File: src/rtl/cpu_pkg.sv
// rtl/cpu_pkg.sv - shared constants and helpers for the fetch/decode front end
//   NOP_INSTR      : instruction word presented to decode when the queue is empty
//   PC_W_DEF       : default program counter width
//   INSTR_W_DEF    : default instruction word width
//   clog2()        : elaboration-time ceiling log2, used to size pointers
package cpu_pkg;

    localparam int PC_W_DEF    = 32;
    localparam int INSTR_W_DEF = 32;

    localparam logic [INSTR_W_DEF-1:0] NOP_INSTR = 32'h0000_0000;

    function automatic int clog2(input int value);
        int result;
        int remaining;
        result    = 0;
        remaining = value - 1;
        while (remaining > 0) begin
            result++;
            remaining = remaining >> 1;
        end
        return result;
    endfunction

endpackage

File: src/rtl/sat_counter.sv
// rtl/sat_counter.sv - saturating up-counter for performance statistics
//   clk_i  in  clock
//   rst_i  in  asynchronous active-low reset, clears the count
//   inc_i  in  count this cycle
//   cnt_o  out current count, holds at all-ones instead of wrapping
module sat_counter #(
    parameter int CNT_W = 16
) (
    input  logic             clk_i,
    input  logic             rst_i,
    input  logic             inc_i,
    output logic [CNT_W-1:0] cnt_o
);

    logic [CNT_W-1:0] cnt_q;

    always_ff @(posedge clk_i or negedge rst_i) begin
        if (!rst_i) begin
            cnt_q <= '0;
        end else if (inc_i && (cnt_q != {CNT_W{1'b1}})) begin
            cnt_q <= cnt_q + CNT_W'(1);
        end
    end

    assign cnt_o = cnt_q;

endmodule

File: src/rtl/fetch_queue.sv
// rtl/fetch_queue.sv - IF->ID instruction buffer with flush and stall/bubble counters
//   clk_i         in  clock
//   rst_i         in  asynchronous active-low reset
//   flush_i       in  discard all entries (taken branch/jump)
//   push_valid_i  in  fetch presents {push_pc_i, push_instr_i}
//   push_ready_o  out queue has a free entry
//   pop_valid_o   out head entry is valid for decode
//   pop_ready_i   in  decode consumes the head
//   pop_pc_o      out head pc, 0 when empty
//   pop_instr_o   out head instruction, NOP when empty
//   count_o       out number of occupied entries, 0..DEPTH
//   stall_cnt_o   out cycles with a valid head that decode did not take
//   bubble_cnt_o  out cycles decode was ready but the queue was empty
module fetch_queue
    import cpu_pkg::*;
#(
    parameter int PC_W    = PC_W_DEF,
    parameter int INSTR_W = INSTR_W_DEF,
    parameter int DEPTH   = 4,
    parameter int CNT_W   = 16
) (
    input  logic                     clk_i,
    input  logic                     rst_i,
    input  logic                     flush_i,
    input  logic                     push_valid_i,
    output logic                     push_ready_o,
    input  logic [PC_W-1:0]          push_pc_i,
    input  logic [INSTR_W-1:0]       push_instr_i,
    output logic                     pop_valid_o,
    input  logic                     pop_ready_i,
    output logic [PC_W-1:0]          pop_pc_o,
    output logic [INSTR_W-1:0]       pop_instr_o,
    output logic [clog2(DEPTH):0]    count_o,
    output logic [CNT_W-1:0]         stall_cnt_o,
    output logic [CNT_W-1:0]         bubble_cnt_o
);

    localparam int PTR_W = clog2(DEPTH);
    localparam int CQ_W  = PTR_W + 1;

    logic [PC_W-1:0]    mem_pc    [DEPTH];
    logic [INSTR_W-1:0] mem_instr [DEPTH];

    logic [PTR_W-1:0] wr_ptr_q;
    logic [PTR_W-1:0] rd_ptr_q;
    logic [CQ_W-1:0]  count_q;

    logic push_fire;
    logic pop_fire;
    logic stall_inc;
    logic bubble_inc;

    // Ready depends on occupancy only, so fetch never sees a combinational
    // path from decode's stall signal.
    assign push_ready_o = (count_q != CQ_W'(DEPTH));
    assign pop_valid_o  = (count_q != '0);

    // Flush overrides both handshakes; that cycle moves no data and is not
    // attributed to either performance counter.
    always_comb begin
        push_fire  = push_valid_i && push_ready_o && !flush_i;
        pop_fire   = pop_valid_o && pop_ready_i && !flush_i;
        stall_inc  = pop_valid_o && !pop_ready_i && !flush_i;
        bubble_inc = pop_ready_i && !pop_valid_o && !flush_i;
    end

    always_ff @(posedge clk_i or negedge rst_i) begin
        if (!rst_i) begin
            wr_ptr_q <= '0;
            rd_ptr_q <= '0;
            count_q  <= '0;
        end else if (flush_i) begin
            wr_ptr_q <= '0;
            rd_ptr_q <= '0;
            count_q  <= '0;
        end else begin
            // DEPTH is a power of two, so pointer overflow is the wrap.
            if (push_fire) begin
                wr_ptr_q <= wr_ptr_q + PTR_W'(1);
            end
            if (pop_fire) begin
                rd_ptr_q <= rd_ptr_q + PTR_W'(1);
            end
            case ({push_fire, pop_fire})
                2'b10:   count_q <= count_q + CQ_W'(1);
                2'b01:   count_q <= count_q - CQ_W'(1);
                default: count_q <= count_q;
            endcase
        end
    end

    // Payload storage needs no reset: count_q gates every read.
    always_ff @(posedge clk_i) begin
        if (push_fire) begin
            mem_pc[wr_ptr_q]    <= push_pc_i;
            mem_instr[wr_ptr_q] <= push_instr_i;
        end
    end

    // First-word-fall-through head; empty queue shows pc 0 and a NOP.
    assign pop_pc_o    = pop_valid_o ? mem_pc[rd_ptr_q]    : '0;
    assign pop_instr_o = pop_valid_o ? mem_instr[rd_ptr_q] : INSTR_W'(NOP_INSTR);
    assign count_o     = count_q;

    sat_counter #(
        .CNT_W (CNT_W)
    ) u_stall_cnt (
        .clk_i (clk_i),
        .rst_i (rst_i),
        .inc_i (stall_inc),
        .cnt_o (stall_cnt_o)
    );

    sat_counter #(
        .CNT_W (CNT_W)
    ) u_bubble_cnt (
        .clk_i (clk_i),
        .rst_i (rst_i),
        .inc_i (bubble_inc),
        .cnt_o (bubble_cnt_o)
    );

endmodule
File: config.mk
export PLATFORM = sky130hd
export DESIGN_NAME = fetch_queue
export DESIGN_NICKNAME = d
export VERILOG_FILES = /design/src/rtl/cpu_pkg.sv /design/src/rtl/sat_counter.sv /design/src/rtl/fetch_queue.sv
export SDC_FILE = /design/constraint.sdc
export NUM_CORES = 1
export LEC_CHECK = 0
export CELL_PAD_IN_SITES_DETAIL_PLACEMENT = 0
export CELL_PAD_IN_SITES_GLOBAL_PLACEMENT = 1
export CORE_MARGIN = 10
export CORE_UTILIZATION = 50
export DETAILED_ROUTE_END_ITERATION = 7
export PLACE_DENSITY_LB_ADDON = 0.2
export SETUP_SLACK_MARGIN = 0.5
export SYNTH_ARGS = -nofsm -noshare
export SYNTH_HDL_FRONTEND = slang
export SYNTH_SLANG_ARGS = --single-unit
File: constraint.sdc
create_clock -name clk_i -period 5 [get_ports clk_i]
set_input_delay 1.25 -clock clk_i [delete_from_list [all_inputs] [get_ports clk_i]]
set_output_delay 1.25 -clock clk_i [all_outputs]
set_load 0.02 [all_outputs]
### Word level (Yosys, flattened, before mapping)

Memory sizes are Yosys's and may differ from the RTL's.
Index checks and enable logic that the tools add are counted.
W data, S select, Z words.

| storage, ports and cells | value |
|---|---|
| output and inout port bits | 101 |
| memories | 2 |
| bits in writable memories | 256 |
| bits of input ports | 69 |
| logic and storage cells | 45 |
| flip-flop bits (word level) | 39 |

Memories:

| name | depth | bits a word | rd ports | clocked after Yosys merged registers in | wr ports | RTL line | RTL |
|---|---|---|---|---|---|---|---|
| mem_instr | 4 | 32 | 1 | 0 | 1 | fetch_queue.sv:42 | `logic [INSTR_W-1:0] mem_instr [DEPTH];` |
| mem_pc | 4 | 32 | 1 | 0 | 1 | fetch_queue.sv:41 | `logic [PC_W-1:0] mem_pc [DEPTH];` |

| cells by class | value |
|---|---|
| add/subtract/negate cells | 6 |
| multiplexer cells | 10 |
| eq/ne operators | 5 |
| reduce and logical (&&, ||, !) cells | 17 |

Operators with widths:

| kind | number |
|---|---|
| $mux W32 | 2 |
| $add A16 B1 Y16 const B | 2 |
| $ne A16 B16 Y1 const B | 2 |
| $logic_and A1 B1 Y1 | 10 |
| $mux W2 | 4 |
| $pmux W3 S2 | 1 |
| $reduce_bool A3 Y1 | 2 |
| $add A2 B1 Y2 const B | 2 |
| $reduce_bool A2 Y1 | 2 |
| $add A3 B1 Y3 const B | 1 |
| $logic_not A1 Y1 | 3 |
| $mux W3 | 1 |
| $ne A3 B3 Y1 const B | 1 |
| $sub A3 B1 Y3 const B | 1 |
| $eq A2 B1 Y1 const B | 1 |
| $eq A2 B2 Y1 const B | 1 |
| $mux W1 | 2 |

### Depth between registers and ports, before layout

Gate-level depths: netlist (run 1).

| depth | value |
|---|---|
| depth after elaboration | 6 |
| depth in mapped cells | 8 |
| mapped depth without buffers | 7 |

### Hierarchy

From an unflattened synthesis (run 1), not the netlist that was laid out.

| second synthesis, totals | value |
|---|---|
| cells, all modules | 627 |
| area, all modules | 12027.8 um^2 |

By module, submodules not included:

| module | cells an instance | area an instance (um^2) | times used |
|---|---|---|---|
| fetch_queue | 473 | 10258.6 | 1 |
| sat_counter | 77 | 884.6 | 2 |

### Worst setup path after synthesis (run 1)

No wires, ideal clock.

| path | value |
|---|---|
| path kind | input-to-reg |
| from | in flush_i |
| to | mem mem_instr[0][0] (netlist bit) (enable) |
| arrival | 3.139 ns |
| buffers on the path | 1 |
| slack | 1.432 ns |
| cell stages on the path | 3 |
| data required time | 4.571 ns |
| library setup time | 0.429 ns |
| path through | clkbuf_1 > nor2_1 > and2_1 |

| between the ends | value |
|---|---|
| cells in the longest elaborated chain, start to end | 4 |

Ends and longest elaborated chain:

| what | RTL line | RTL |
|---|---|---|
| start: declaration | fetch_queue.sv:24 | `input logic flush_i,` |
| $logic_not A1 Y1 | fetch_queue.sv:61 | `push_fire = push_valid_i && push_ready_o && !flush_i;` |
| $logic_and A1 B1 Y1 | fetch_queue.sv:61 |  |
| $mux W1 | fetch_queue.sv:94 | `if (push_fire) begin` |
| $mux W1 (implied by the code) | fetch_queue.sv:96 | `mem_instr[wr_ptr_q] <= push_instr_i;` |
| end: declaration | fetch_queue.sv:42 |  |

Every way passes these cells.

### Worst setup path after layout (run 1)

| path | value |
|---|---|
| from | reg rd_ptr_q[0] |
| to | out pop_instr_o[7] |

| between the ends | value |
|---|---|
| cells in the longest elaborated chain, start to end | 2 |

Ends and longest elaborated chain:

| what | RTL line | RTL |
|---|---|---|
| start: declaration | fetch_queue.sv:45 | `logic [PTR_W-1:0] rd_ptr_q;` |
| start signal: assignment | fetch_queue.sv:82 | `rd_ptr_q <= rd_ptr_q + PTR_W'(1);` |
| $mem_v2 Z4 W32 | - |  |
| $mux W32 | fetch_queue.sv:102 | `assign pop_instr_o = pop_valid_o ? mem_instr[rd_ptr_q] : INSTR_W'(NOP_INSTR);` |
| end: declaration | fetch_queue.sv:32 | `output logic [INSTR_W-1:0] pop_instr_o,` |

Every way passes these cells.

==> out/qor.csv, run 1 <==
metric,value,unit
Ys Warns,0,
Crit. Startpoint,rd_ptr_q[0]$_DFFE_PN0P_,
Pwr per Cell Area,543,nW/um^2
1st-iter DRT viols,367,
core area,22700,sq um
Cell variety after synth,37,
met2 GRT Util,0.269,
leakage power,4.90,nW
fin nets,843,
H-tree level count,1,
FMAX,0.234,GHz
post-route ant nets,0,
total track usage,0.162,
Vias/cell,5.48,
post-cts sizing count,0,
Critical Path AT,3.03,ns
layout cells sized above 1,0.161,
clock sink count,295,
Final period util,0.856,
cell taking the most area after synthesis,edfxtp_1,
met1 Resource Use GR,0.209,
#FFs+latches synth,295,
clk buf depth,3,
Vias,5894,
crit path kind,flip-flop to primary output,
clock skew,0.0120,ns
critical path startpoint category,flip-flop,
GPL Wtd Cong,0.761,
CP Capture Type,primary output,
Final Slew Violations,0,
CTS tree,yes,
HP Class,flip-flop to flip-flop,
Slew HR,0.332,
Inserted Clock Buffers,30,
Async SR Flop Fraction,0.132,
"EDFF count, synth",256,
# fillers,1580,
Routed WL,23.6,mm
DIE AREA,29600,sq um
Max-Cap Viols,0,
global-route wire length before repair,37.3,mm
Die Wd,172,um
"Power, Total",7.92,mW
largest net degree at the start of global routing,65,
worst-margin pin slew,1.00,ns
PortBufs,169,
I/O pins,170,
final hold viol count,0,
Syn-to-layout area delta,26.2,%
number of global-route vias before repair,6527,
Final HPWL DP,14.6,mm
Synthesized Nets,658,
drc violations,0,
initial core utilization,0.509,
Clock Latency Late Sink,0.55,ns
post-synth top area share,0.665,
Cells after Synth,582,
WL/cell,21.9,um
final setup violation count,0,
Post-CTS Setup Bufs,0,
Synth area leaders,"edfxtp_1, mux4_2, dfrtp_1, and2_1, xnor2_1",
final worst path period need,4.28,ns
Main synth FF type,edfxtp_1,
Final TNS setup,0,ns
global-route met3 utilization,0.0410,
register area share after synthesis,0.749,
r2r startpoint,count_o[1]$_DFFE_PN0P_,
status,"finished, final reports clean",
fin util,0.643,
Post-Syn Area,11600,sq um
row count,55,
syn avg cell area,19.9,sq um
GRT Max-Usage Layer,met2,
drt first pass iters,4,
initial antenna violation count,3,
worst hold start,u_stall_cnt.cnt_o[13]$_DFFE_PN0P_,
Die Y,172,um
maximum vdd drop,0.000474,V
grt ovf,0,
root buffer cell,clkbuf_16,
CP Max Fanout,32,
CTS Hold Bufs,0,
Critical Path RT,3.75,ns
hold_ws,0.493,ns
RSZ-0062 raised after global routing,no,
Worst-path clk slew,0.06,ns
==> logic make-up (layout without fill, tap and decap cells) <==
group                      count (synthesis)  count (layout)  synth area share
DFF                                      295             295             0.749
and+or+nand+nor                          145             145            0.0745
muxes                                     66              66             0.126
xor gates and xnor gates                  34              34            0.0257
buffers and inverters                     26             234           0.00919
AOI/OAI and AO/OA                          9               9           0.00692
adders and majority gates                  7               7           0.00822
other                                      0               1                 0
==> critical path, stage by stage (launching register included) <==
cell,delay [ns]
dfrtp_4,0.85
buf_4,0.37
mux4_2,0.54
and2_1,0.17
clkdlybuf4s50_1,0.54
==> report_power, final <==
part           switching [mW]  internal (mW)
Sequential              0.192           2.87
Clock                   0.882           1.32
Combinational            1.32           1.33
Total                    2.40           5.52
==> synth_stat cells (2+ instances only) <==
| cell | count |
|---|---|
| and3_1 | 9 |
| buf_1 | 3 |
| nor2_1 | 11 |
| mux4_2 | 64 |
| a21oi_1 | 2 |
| dfrtp_1 | 39 |
| and2_1 | 71 |
| and4_1 | 3 |
| nor2_2 | 2 |
| edfxtp_1 | 256 |
| xor2_1 | 11 |
| nand3_1 | 13 |
| nor3_1 | 2 |
| ha_1 | 6 |
| nand2_1 | 17 |
| inv_1 | 3 |
| clkbuf_1 | 13 |
| nand4_1 | 10 |
| buf_2 | 7 |
| xnor2_1 | 23 |
==> placed cells by master, fill, tap and decap left out, drive strengths merged, types with 3 or more instances in the layout <==
cell type / netlist / final
dfrtp: 39 / 39
nand3: 13 / 13
inv: 3 / 3
a21oi: 3 / 3
mux4: 64 / 64
xnor2: 23 / 23
clkbuf: 13 / 38
bufinv: 0 / 4
nand2: 17 / 17
xor2: 11 / 11
nor3: 3 / 3
clkdlybuf4s50: 0 / 169
buf: 10 / 7
and2: 71 / 71
edfxtp: 256 / 256
nor2: 13 / 13
and4: 3 / 3
ha: 6 / 6
clkinv: 0 / 13
and3: 9 / 9
nand4: 10 / 10
==> stage by stage <==
step | worst slack, ns | instance area (sq um) | instances
finish | 0.719 | 14600 | 1076
global route | 0.517 | 14600 | 1075
CTS | 0.626 | 14600 | 1075
detailed placement | 1.21 | 13600 | 1020
global placement | 1.22 | 13600 | 1020
floorplan | 1.43 | 11600 | 582
==> layout make-up <==
cell class / instances / area, sq um / area share
sequential: 295 / 8670 / 0.594
multi-input combinational: 261 / 2810 / 0.192
timing repair buffer: 176 / 1770 / 0.121
clock buffer: 38 / 791 / 0.0542
tap: 285 / 357 / 0.0244
clock inverter: 17 / 191 / 0.0131
inverter: 3 / 11.3 / 0.000771
antenna: 1 / 2.50 / 0.000171
==> worst paths after layout <==
check | to | depth (start not counted) | slack (ns)
hold reg to reg | u_stall_cnt.cnt_o[13]$_DFFE_PN0P_ | 1 | 0.49
min in group asynchronous | u_bubble_cnt.cnt_o[15]$_DFFE_PN0P_ | 2 | 1.14
setup / recovery | pop_instr_o[7] | 4 | 0.72
max in group asynchronous | rd_ptr_q[0]$_DFFE_PN0P_ | 2 | 3.48
setup reg to reg | mem_pc[2][3]$_DFFE_PP_ | 4 | 2.57
hold / removal | u_stall_cnt.cnt_o[13]$_DFFE_PN0P_ | 1 | 0.49
==> state kept, by name, indices dropped and copies added, names as in the netlist <==
signal	cells
mem_instr	128
mem_pc	128
u_bubble_cnt.cnt_o	16
u_stall_cnt.cnt_o	16
count_o	3
rd_ptr_q	2
wr_ptr_q	2
==> metal layers <==
layer,share of wire,vias to the layer above
met5,0.00098,-
met4,0.020,4
met3,0.073,39
met2,0.49,176
met1,0.41,3008
li1,-,2667
Note: power is estimated with default switching activity, not from simulation.
==> run 2, diff against run 1 <==
--- a/config.mk
+++ b/config.mk
@@ -5,6 +5,7 @@
 export SDC_FILE = /design/constraint.sdc
 export NUM_CORES = 1
 export LEC_CHECK = 0
+export CAP_MARGIN = 10
 export CELL_PAD_IN_SITES_DETAIL_PLACEMENT = 0
 export CELL_PAD_IN_SITES_GLOBAL_PLACEMENT = 1
 export CORE_MARGIN = 10
==> results of run 2 <==
The final DEF is identical to that of run 1; final timing and power are the same.
